File: src/rtl/miner_job_scheduler_if.sv
// Job push and result record handshakes between the CSR/CCI-P side and the job scheduler.
// master = CSR/consumer side, slave = scheduler.
interface miner_job_scheduler_if #(
  parameter int TAG_W = 8
);
  logic             job_valid;
  logic             job_ready;
  logic [255:0]     job_data;
  logic [255:0]     job_middata;
  logic [TAG_W-1:0] job_tag;

  logic             res_valid;
  logic             res_ready;
  logic [TAG_W-1:0] res_tag;
  logic [1:0]       res_status;
  logic [31:0]      res_nonce;
  logic [31:0]      res_cycles;

  modport master (
    output job_valid, job_data, job_middata, job_tag, res_ready,
    input  job_ready, res_valid, res_tag, res_status, res_nonce, res_cycles
  );

  modport slave (
    input  job_valid, job_data, job_middata, job_tag, res_ready,
    output job_ready, res_valid, res_tag, res_status, res_nonce, res_cycles
  );
endinterface

File: src/rtl/miner_job_scheduler.sv
// Queues hashing jobs, loads each into the fpgaminer core, sequences its reset,
// bounds each run by a cycle budget and emits one result record per job.
//
// state  | meaning
// IDLE   | core held in reset; pops the queue head when one is available
// LOAD   | core held in reset for RESET_HOLD cycles with the new job applied
// RUN    | core running; exits on golden nonce, abort or budget exhausted
// REPORT | result record offered until the consumer accepts it
module miner_job_scheduler #(
  parameter int DEPTH      = 4,
  parameter int TAG_W      = 8,
  parameter int RESET_HOLD = 2
) (
  input  logic                     clk,
  input  logic                     reset,
  miner_job_scheduler_if.slave     bus,
  input  logic [31:0]              cfg_timeout,
  input  logic                     abort,
  output logic                     miner_reset,
  output logic [255:0]             miner_data,
  output logic [255:0]             miner_middata,
  input  logic [31:0]              miner_golden_nonce,
  input  logic                     miner_golden_valid,
  output logic                     busy,
  output logic [$clog2(DEPTH):0]   queue_count
);

  localparam int PTR_W  = $clog2(DEPTH);
  localparam int CNT_W  = PTR_W + 1;
  localparam int HOLD_W = (RESET_HOLD > 1) ? $clog2(RESET_HOLD) : 1;

  localparam logic [1:0] RS_FOUND     = 2'd0;
  localparam logic [1:0] RS_EXHAUSTED = 2'd1;
  localparam logic [1:0] RS_ABORTED   = 2'd2;

  typedef enum logic [1:0] {
    S_IDLE,
    S_LOAD,
    S_RUN,
    S_REPORT
  } state_t;

  state_t state, state_n;

  logic [255:0]     q_data    [DEPTH];
  logic [255:0]     q_middata [DEPTH];
  logic [TAG_W-1:0] q_tag     [DEPTH];
  logic [PTR_W-1:0] wr_ptr, rd_ptr;
  logic [CNT_W-1:0] count;

  logic [TAG_W-1:0]  tag_q;
  logic [31:0]       timeout_q;
  logic [HOLD_W-1:0] hold_cnt;
  logic [31:0]       run_cnt;
  logic [31:0]       cyc_inc;
  logic              golden_q;
  logic [31:0]       golden_nonce_q;

  logic       push, pop;
  logic       run_exit, load_abort;
  logic [1:0] exit_status;

  // Readiness is taken from the pre-pop count, so a full queue never bypasses.
  assign bus.job_ready = (count != CNT_W'(DEPTH));
  assign push          = bus.job_valid && bus.job_ready;
  assign queue_count   = count;
  assign cyc_inc       = (run_cnt == 32'hFFFF_FFFF) ? run_cnt : run_cnt + 32'd1;

  always_ff @(posedge clk) begin
    if (reset) state <= S_IDLE;
    else       state <= state_n;
  end

  always_comb begin
    state_n       = state;
    pop           = 1'b0;
    run_exit      = 1'b0;
    load_abort    = 1'b0;
    exit_status   = RS_FOUND;
    miner_reset   = (state != S_RUN);
    busy          = (state != S_IDLE);
    bus.res_valid = (state == S_REPORT);
    case (state)
      S_IDLE: begin
        if (count != '0) begin
          pop     = 1'b1;
          state_n = S_LOAD;
        end
      end
      S_LOAD: begin
        if (abort) begin
          load_abort = 1'b1;
          state_n    = S_REPORT;
        end else if (hold_cnt == '0) begin
          state_n = S_RUN;
        end
      end
      S_RUN: begin
        if (golden_q) begin
          run_exit    = 1'b1;
          exit_status = RS_FOUND;
        end else if (abort) begin
          run_exit    = 1'b1;
          exit_status = RS_ABORTED;
        end else if ((timeout_q != 32'd0) && (cyc_inc == timeout_q)) begin
          run_exit    = 1'b1;
          exit_status = RS_EXHAUSTED;
        end
        if (run_exit) state_n = S_REPORT;
      end
      S_REPORT: begin
        if (bus.res_ready) state_n = S_IDLE;
      end
      default: state_n = S_IDLE;
    endcase
  end

  // Queue storage needs no reset; occupancy is tracked by the pointers.
  always_ff @(posedge clk) begin
    if (push) begin
      q_data[wr_ptr]    <= bus.job_data;
      q_middata[wr_ptr] <= bus.job_middata;
      q_tag[wr_ptr]     <= bus.job_tag;
    end
  end

  always_ff @(posedge clk) begin
    if (reset) begin
      wr_ptr         <= '0;
      rd_ptr         <= '0;
      count          <= '0;
      miner_data     <= '0;
      miner_middata  <= '0;
      tag_q          <= '0;
      timeout_q      <= '0;
      hold_cnt       <= '0;
      run_cnt        <= '0;
      golden_q       <= 1'b0;
      golden_nonce_q <= '0;
      bus.res_tag    <= '0;
      bus.res_status <= '0;
      bus.res_nonce  <= '0;
      bus.res_cycles <= '0;
    end else begin
      golden_q       <= miner_golden_valid;
      golden_nonce_q <= miner_golden_nonce;

      if (push) wr_ptr <= wr_ptr + 1'b1;
      if (pop) begin
        rd_ptr        <= rd_ptr + 1'b1;
        miner_data    <= q_data[rd_ptr];
        miner_middata <= q_middata[rd_ptr];
        tag_q         <= q_tag[rd_ptr];
        timeout_q     <= cfg_timeout;
        hold_cnt      <= HOLD_W'(RESET_HOLD - 1);
      end
      case ({push, pop})
        2'b10:   count <= count + 1'b1;
        2'b01:   count <= count - 1'b1;
        default: ;
      endcase

      if (state == S_LOAD && hold_cnt != '0) hold_cnt <= hold_cnt - 1'b1;

      if (state == S_LOAD)     run_cnt <= '0;
      else if (state == S_RUN) run_cnt <= cyc_inc;

      if (load_abort) begin
        bus.res_tag    <= tag_q;
        bus.res_status <= RS_ABORTED;
        bus.res_nonce  <= '0;
        bus.res_cycles <= '0;
      end else if (run_exit) begin
        bus.res_tag    <= tag_q;
        bus.res_status <= exit_status;
        bus.res_nonce  <= (exit_status == RS_FOUND) ? golden_nonce_q : 32'd0;
        bus.res_cycles <= cyc_inc;
      end
    end
  end

endmodule

File: src/flat_wrapper.sv
// flat-port wrapper written by rule: the top's interface ports become plain ports
module miner_job_scheduler_flat 
#(
  parameter int DEPTH      = 4,
  parameter int TAG_W      = 8,
  parameter int RESET_HOLD = 2
)
  (clk, reset, cfg_timeout, abort, miner_reset, miner_data, miner_middata, miner_golden_nonce, miner_golden_valid, busy, queue_count, bus_job_valid, bus_job_data, bus_job_middata, bus_job_tag, bus_res_ready, bus_job_ready, bus_res_valid, bus_res_tag, bus_res_status, bus_res_nonce, bus_res_cycles);
  miner_job_scheduler_if #(.TAG_W(TAG_W)) bus_i ();
  input  logic clk;
  input  logic reset;
  input  logic [31:0] cfg_timeout;
  input  logic abort;
  output logic miner_reset;
  output logic [255:0] miner_data;
  output logic [255:0] miner_middata;
  input  logic [31:0] miner_golden_nonce;
  input  logic miner_golden_valid;
  output logic busy;
  output logic [$clog2(DEPTH):0] queue_count;
  input wire logic [$bits(bus_i.job_valid)-1:0] bus_job_valid;
  input wire logic [$bits(bus_i.job_data)-1:0] bus_job_data;
  input wire logic [$bits(bus_i.job_middata)-1:0] bus_job_middata;
  input wire logic [$bits(bus_i.job_tag)-1:0] bus_job_tag;
  input wire logic [$bits(bus_i.res_ready)-1:0] bus_res_ready;
  output wire logic [$bits(bus_i.job_ready)-1:0] bus_job_ready;
  output wire logic [$bits(bus_i.res_valid)-1:0] bus_res_valid;
  output wire logic [$bits(bus_i.res_tag)-1:0] bus_res_tag;
  output wire logic [$bits(bus_i.res_status)-1:0] bus_res_status;
  output wire logic [$bits(bus_i.res_nonce)-1:0] bus_res_nonce;
  output wire logic [$bits(bus_i.res_cycles)-1:0] bus_res_cycles;
  assign bus_i.job_valid = bus_job_valid;
  assign bus_i.job_data = bus_job_data;
  assign bus_i.job_middata = bus_job_middata;
  assign bus_i.job_tag = bus_job_tag;
  assign bus_i.res_ready = bus_res_ready;
  assign bus_job_ready = bus_i.job_ready;
  assign bus_res_valid = bus_i.res_valid;
  assign bus_res_tag = bus_i.res_tag;
  assign bus_res_status = bus_i.res_status;
  assign bus_res_nonce = bus_i.res_nonce;
  assign bus_res_cycles = bus_i.res_cycles;
  miner_job_scheduler #(.DEPTH(DEPTH), .TAG_W(TAG_W), .RESET_HOLD(RESET_HOLD)) u_core (.clk(clk), .reset(reset), .bus(bus_i), .cfg_timeout(cfg_timeout), .abort(abort), .miner_reset(miner_reset), .miner_data(miner_data), .miner_middata(miner_middata), .miner_golden_nonce(miner_golden_nonce), .miner_golden_valid(miner_golden_valid), .busy(busy), .queue_count(queue_count));
endmodule
File: config.mk
export PLATFORM = sky130hd
export DESIGN_NAME = miner_job_scheduler_flat
export DESIGN_NICKNAME = d
export VERILOG_FILES = /design/src/rtl/miner_job_scheduler_if.sv /design/src/rtl/miner_job_scheduler.sv /design/src/flat_wrapper.sv
export SDC_FILE = /design/constraint.sdc
export NUM_CORES = 2
export LEC_CHECK = 0
export ABC_AREA = 1
export BUFFER_PORTS_ARGS = -buffer_cell sky130_fd_sc_hd__buf_2
export CAP_MARGIN = 5
export CORE_ASPECT_RATIO = 0.5
export CORE_MARGIN = 2
export CORE_UTILIZATION = 50
export DETAILED_ROUTE_END_ITERATION = 8
export GPL_ROUTABILITY_DRIVEN = 0
export PLACE_DENSITY = 0.7
export SYNTH_ARGS = -nofsm -noshare
export SYNTH_HDL_FRONTEND = slang
export SYNTH_SLANG_ARGS = --single-unit
export TNS_END_PERCENT = 20
File: constraint.sdc
create_clock -name clk -period 51.7 [get_ports clk]
set_input_delay 10.34 -clock clk [delete_from_list [all_inputs] [get_ports clk]]
set_output_delay 10.34 -clock clk [all_outputs]
set_load 0.01 [all_outputs]
* Word-level counts from Yosys, hierarchy flattened
Memories as Yosys holds them, arrays and structs flattened. A register that Yosys moved wholly into a read port is not among the register bits. Cells that the tools add are included.
Cells by class: equal/unequal tests 13, reductions and logical operators 14, muxes and demuxes 30, add/sub/neg operators 6
Operators by type and width (count):
- 2-to-1 mux 32 bit | 2
- adder 32 x 1 -> 32 bit, second input constant | 1
- equality test 32 bit | 1
- equality test 32 bit, second input constant | 1
- nonzero test 32 bit | 1
- 2-to-1 mux 2 bit | 10
- 2-to-1 mux 8 bit | 2
- 2-to-1 mux 1 bit | 14
- one-hot mux 2 bit (4 select lines) | 1
- nonzero test 2 bit | 4
- equality test 2 bit, second input constant | 3
- != test 2 bit, second input constant | 3
- != test 3 bit, second input constant | 2
- one-hot mux 3 bit (2 select lines) | 1
- adder 2 x 1 -> 2 bit, second input constant | 2
- equality test 2 x 1 -> 1 bit, second input constant | 2
- zero test 2 bit | 2
- AND reduction 4 bit | 1
- OR reduction 2 bit | 2
- adder 3 x 1 -> 3 bit, second input constant | 1
- logical AND 1 bit | 3
- nonzero test 3 bit | 1
- subtractor 3 x 1 -> 3 bit, second input constant | 1
- != test 2 x 1 -> 1 bit, second input constant | 1
- subtractor 1 bit, second input constant | 1
Word-level totals: input bits 590, bits in registers 181, RAM bits 2080, logic and storage cells 80, memories kept 3
Memory list:
- u_core.q_data | words 4, bits a word 256, rd ports 1, clocked after memory_dff 1, write ports 1, line miner_job_scheduler.sv:45 | logic [255:0] q_data [DEPTH];
- u_core.q_middata | words 4, bits a word 256, rd ports 1, clocked after memory_dff 1, write ports 1, line miner_job_scheduler.sv:46 | logic [255:0] q_middata [DEPTH];
- u_core.q_tag | words 4, bits a word 8, rd ports 1, clocked after memory_dff 1, write ports 1, line miner_job_scheduler.sv:47 | logic [TAG_W-1:0] q_tag [DEPTH];

* Longest topological paths before layout
depth after elaboration 11, depth in mapped cells 23, depth with buffers taken out 21

* Worst setup path after synthesis
OpenSTA, ideal clock, no wires.
kind input -> register, start in bus_job_valid, end mem u_core.q_data[0][0], enable pin, setup time 1418 ps, stages 2, required time 50282 ps, data arrival time 32027 ps, setup slack 18255 ps, cells stage by stage nand2_1 nor2_1
On the way: longest elaborated chain between the ends 3
RTL lines:
- from (decl) | line flat_wrapper.sv:21 | input wire logic [$bits(bus_i.job_valid)-1:0] bus_job_valid;
- logical AND 1 bit | line miner_job_scheduler.sv:65 | assign push = bus.job_valid && bus.job_ready;
- 2-to-1 mux 1 bit | line miner_job_scheduler.sv:120 | if (push) begin
- 2-to-1 mux 1 bit (not written as such) | line miner_job_scheduler.sv:121 | q_data[wr_ptr] <= bus.job_data;
- to (decl) | line miner_job_scheduler.sv:45
Every way passes these cells.

==> run metrics <==
status=finished, final reports clean; hold path depth=2; top cells by area in the synthesized netlist=edfxtp_1 (61%), dfxtp_1 (14%), nor2_1 (8.5%), o21ai_0 (8.0%), a31oi_1 (3.2%); Initial Util=0.503; #FFs+latches synth=2781; CP endpoint kind=register; setup violators final=0; FILL cells=around 16000; Synth Instances=between 8000 and 9000; Worst Skew=0.0754 ns; hold wc startpoint=u_core.bus.res_cycles[3]; Ys Warns=0; Max VDD drop=0.0499 mV; DR WL/cell=22.6 um; share of layout cells above drive strength 1=0.170; Max-Cap Viols=0; Post-CTS Hold Buffers=0; Clk pin slew, worst setup/hold paths=roughly 0.07 ns; Critical Path RT=~52 ns; unrepaired setup endpoints after global routing=no; count of final hold-check violations=0; die area=about 0.21 mm^2; grt total ovfl=0; Peak Freq=between 60 and 70 MHz; CTS tree=built; FP Rows=117; most numerous cell in the Yosys netlist=nor2_1; number of global-route vias before repair=63300; Die Ht=324 um; type of origin of the critical path=input pin; CTS root buffer=clkbuf_16; H-tree depth=4; r2r setup slk=46.01 ns; top cells by count, synth=nor2_1 (2322), edfxtp_1 (2080), o21ai_0 (1631); TritonRoute pass-1 iters=6; hold_ws=0.457 ns; final period utilization=0.280; sequential share of the synthesized area=0.746; Worst-Skew Late Latency=just under 0.9 ns; Placeable Area=0.204 mm^2; post-CTS setup repair buffer count=0; post-CTS resize count=0; synthesized area=just over 0.1 mm^2; Leakage=approximately 43 nW; Worst path top cell family by delay=buffers and inverters; Critical R2R Capture=u_core.miner_data[91]; Worst-Margin Slew=1.21 ns; DRT Wirelength=~280000 um; Area Growth Syn to Fin=15.4%; Longest Clk Path Bufs=4; Detail Placement HPWL=170000 um; synth unique cells=35; Post-route DRC=0; reg2reg path depth=7; Post-Syn Area per Cell=11.9 um^2; CP most frequent cell=buf_4; drt initial violations=7068; Yosys top cell area share=0.609; number of antenna violations at the first check in global routing=~160; Ports=1183; largest net degree at the start of global routing=224; Slowest Stage Delay on Critical Path=0.81 ns; EDFF count, synth=2080; asr flop ratio synth=0; Final min period=14.49 ns; Rel. slew slack=0.195; TritonCTS buffer count=234; IO buf count=1182; WP data arrival=15.27 ns; antenna viol nets, final=0; Sinks on Clock Net=2781; die width=644 um; GRT Resource Usage Total=0.258; Max Slew Vio Count=0; critical path class=input pin to register; Buf+Inv Stages, Crit Path=7; Main synth FF type=edfxtp_1; Nets=about 10000; CP cell instances=buf_2 > buf_4 > inv_8 > buf_4 > buf_4 > buf_4 > buf_4 > o21ai_0 > a31oi_1; Critical R2R Launch=u_core.rd_ptr[0]; Syn Nets=9226; PD cells=55.0 mW/mm^2; setup TNS=0 ns; HP Class=register to register; maximum fanout along the worst path=about 110; Hold Path End=u_core.bus.res_cycles[3]; Via Count=69500; Synth area leader=edfxtp_1; Vias per Instance=5.54; global-route wire length before repair=406000 um; CP max-delay cell=buf_4
area by class of cell:
class	instances	area [um^2]	share of cell area
inverter	203	792	0.00670
clock inverter	102	1100	0.00931
tap	2737	3420	0.0290
timing repair buffer	1263	6670	0.0564
antenna	97	243	0.00205
clock buffer	327	6550	0.0554
multi-input combinational	5054	23000	0.194
sequential	2781	76500	0.647
worst max-delay path by stage:
stage / slack (ns) / to / startpoint / cells after the start
floorplan: 18.25 / u_core.q_data[0][0] / bus_job_valid / 2
global placement: 36.54 / u_core.miner_middata[19] / reset / 9
detailed placement: 36.42 / u_core.miner_middata[18] / reset / 9
CTS: 37.32 / u_core.miner_middata[44] / reset / 9
global route: 37.04 / u_core.miner_data[30] / reset / 9
finish: 37.21 / u_core.miner_middata[44] / reset / 9
where the power goes:
group | switching, W | internal (W)
sequential | 0.000174 | 0.00281
combinational | 0.00125 | 0.000486
clock | 0.000796 | 0.000990
total | 0.00222 | 0.00428
stage by stage:
stage                     std cells  utilization  instance area (um^2)  setup WS, ns  power (W)
after global placement        12000        0.542                110000         36.54    0.00471
after global routing          12600        0.581                118000         37.04    0.00681
final                         12600        0.581                118000         37.21    0.00650
after CTS                     12500        0.580                118000         37.32    0.00652
after detailed placement      12000        0.542                110000         36.42    0.00475
after floorplan                8624            -                102000         18.25    0.00416
cell usage in the layout, fill, tap and decap left out, types with 3 or more instances in the layout:
master / count
nand2_2: 3
clkbuf_1: 60
a21oi_1: 135
buf_12: 12
inv_8: 6
clkinv_1: 8
inv_1: 197
nand2_1: 251
bufinv_16: 21
clkinv_2: 52
nand3_1: 129
clkinv_4: 6
clkinvlp_4: 7
ha_1: 10
buf_4: 69
clkbuf_8: 30
nor2_1: 2318
diode_2: 97
edfxtp_1: 2080
nand4_1: 11
xor2_1: 8
nand3b_1: 3
o21ai_0: 1631
dfxtp_1: 699
a31oi_1: 520
nor3_1: 5
clkbuf_16: 236
nand2_4: 3
o211ai_1: 3
xnor2_1: 4
nor2_4: 6
buf_2: 1182
inv_6: 5
registers in the layout, summed over array words and instances (netlist names), 3 cells and up:
signal and count:
u_core.q_tag 32, u_core.bus.res_nonce 32, u_core.tag_q 8, u_core.timeout_q 32
u_core.miner_middata 256, u_core.q_middata 1024, u_core.bus.res_cycles 32, u_core.queue_count 3
u_core.bus.res_tag 8, u_core.run_cnt 32, u_core.miner_data 256, u_core.q_data 1024
u_core.golden_nonce_q 32
routing by layer:
metal  track usage  up-vias  part of all wire
met5             0        -           0.00030
met4         0.202       14             0.076
met3        0.0375      795             0.053
met2         0.426     2667              0.49
met1         0.310    33600              0.38
li1              -    32500                 -
worst register-to-register path, stage by stage (launching register included):
cell,delay (ns)
dfxtp_4,0.60
inv_8,0.69
buf_4,1.09
buf_4,0.92
buf_4,0.72
buf_4,0.96
o21ai_0,0.42
a31oi_1,0.23
cell families after synthesis:
family | count (synthesis) | synth area share
AO/OA/AOI/OAI | 2294 | 0.119
XOR/XNOR | 12 | 0.00103
adder cells (fa/ha/maj) | 12 | 0.00154
buffers and inverters | 789 | 0.0297
flip-flops | 2781 | 0.746
AND/OR/NAND/NOR | 2736 | 0.103
(Power assumes the default switching activity.)
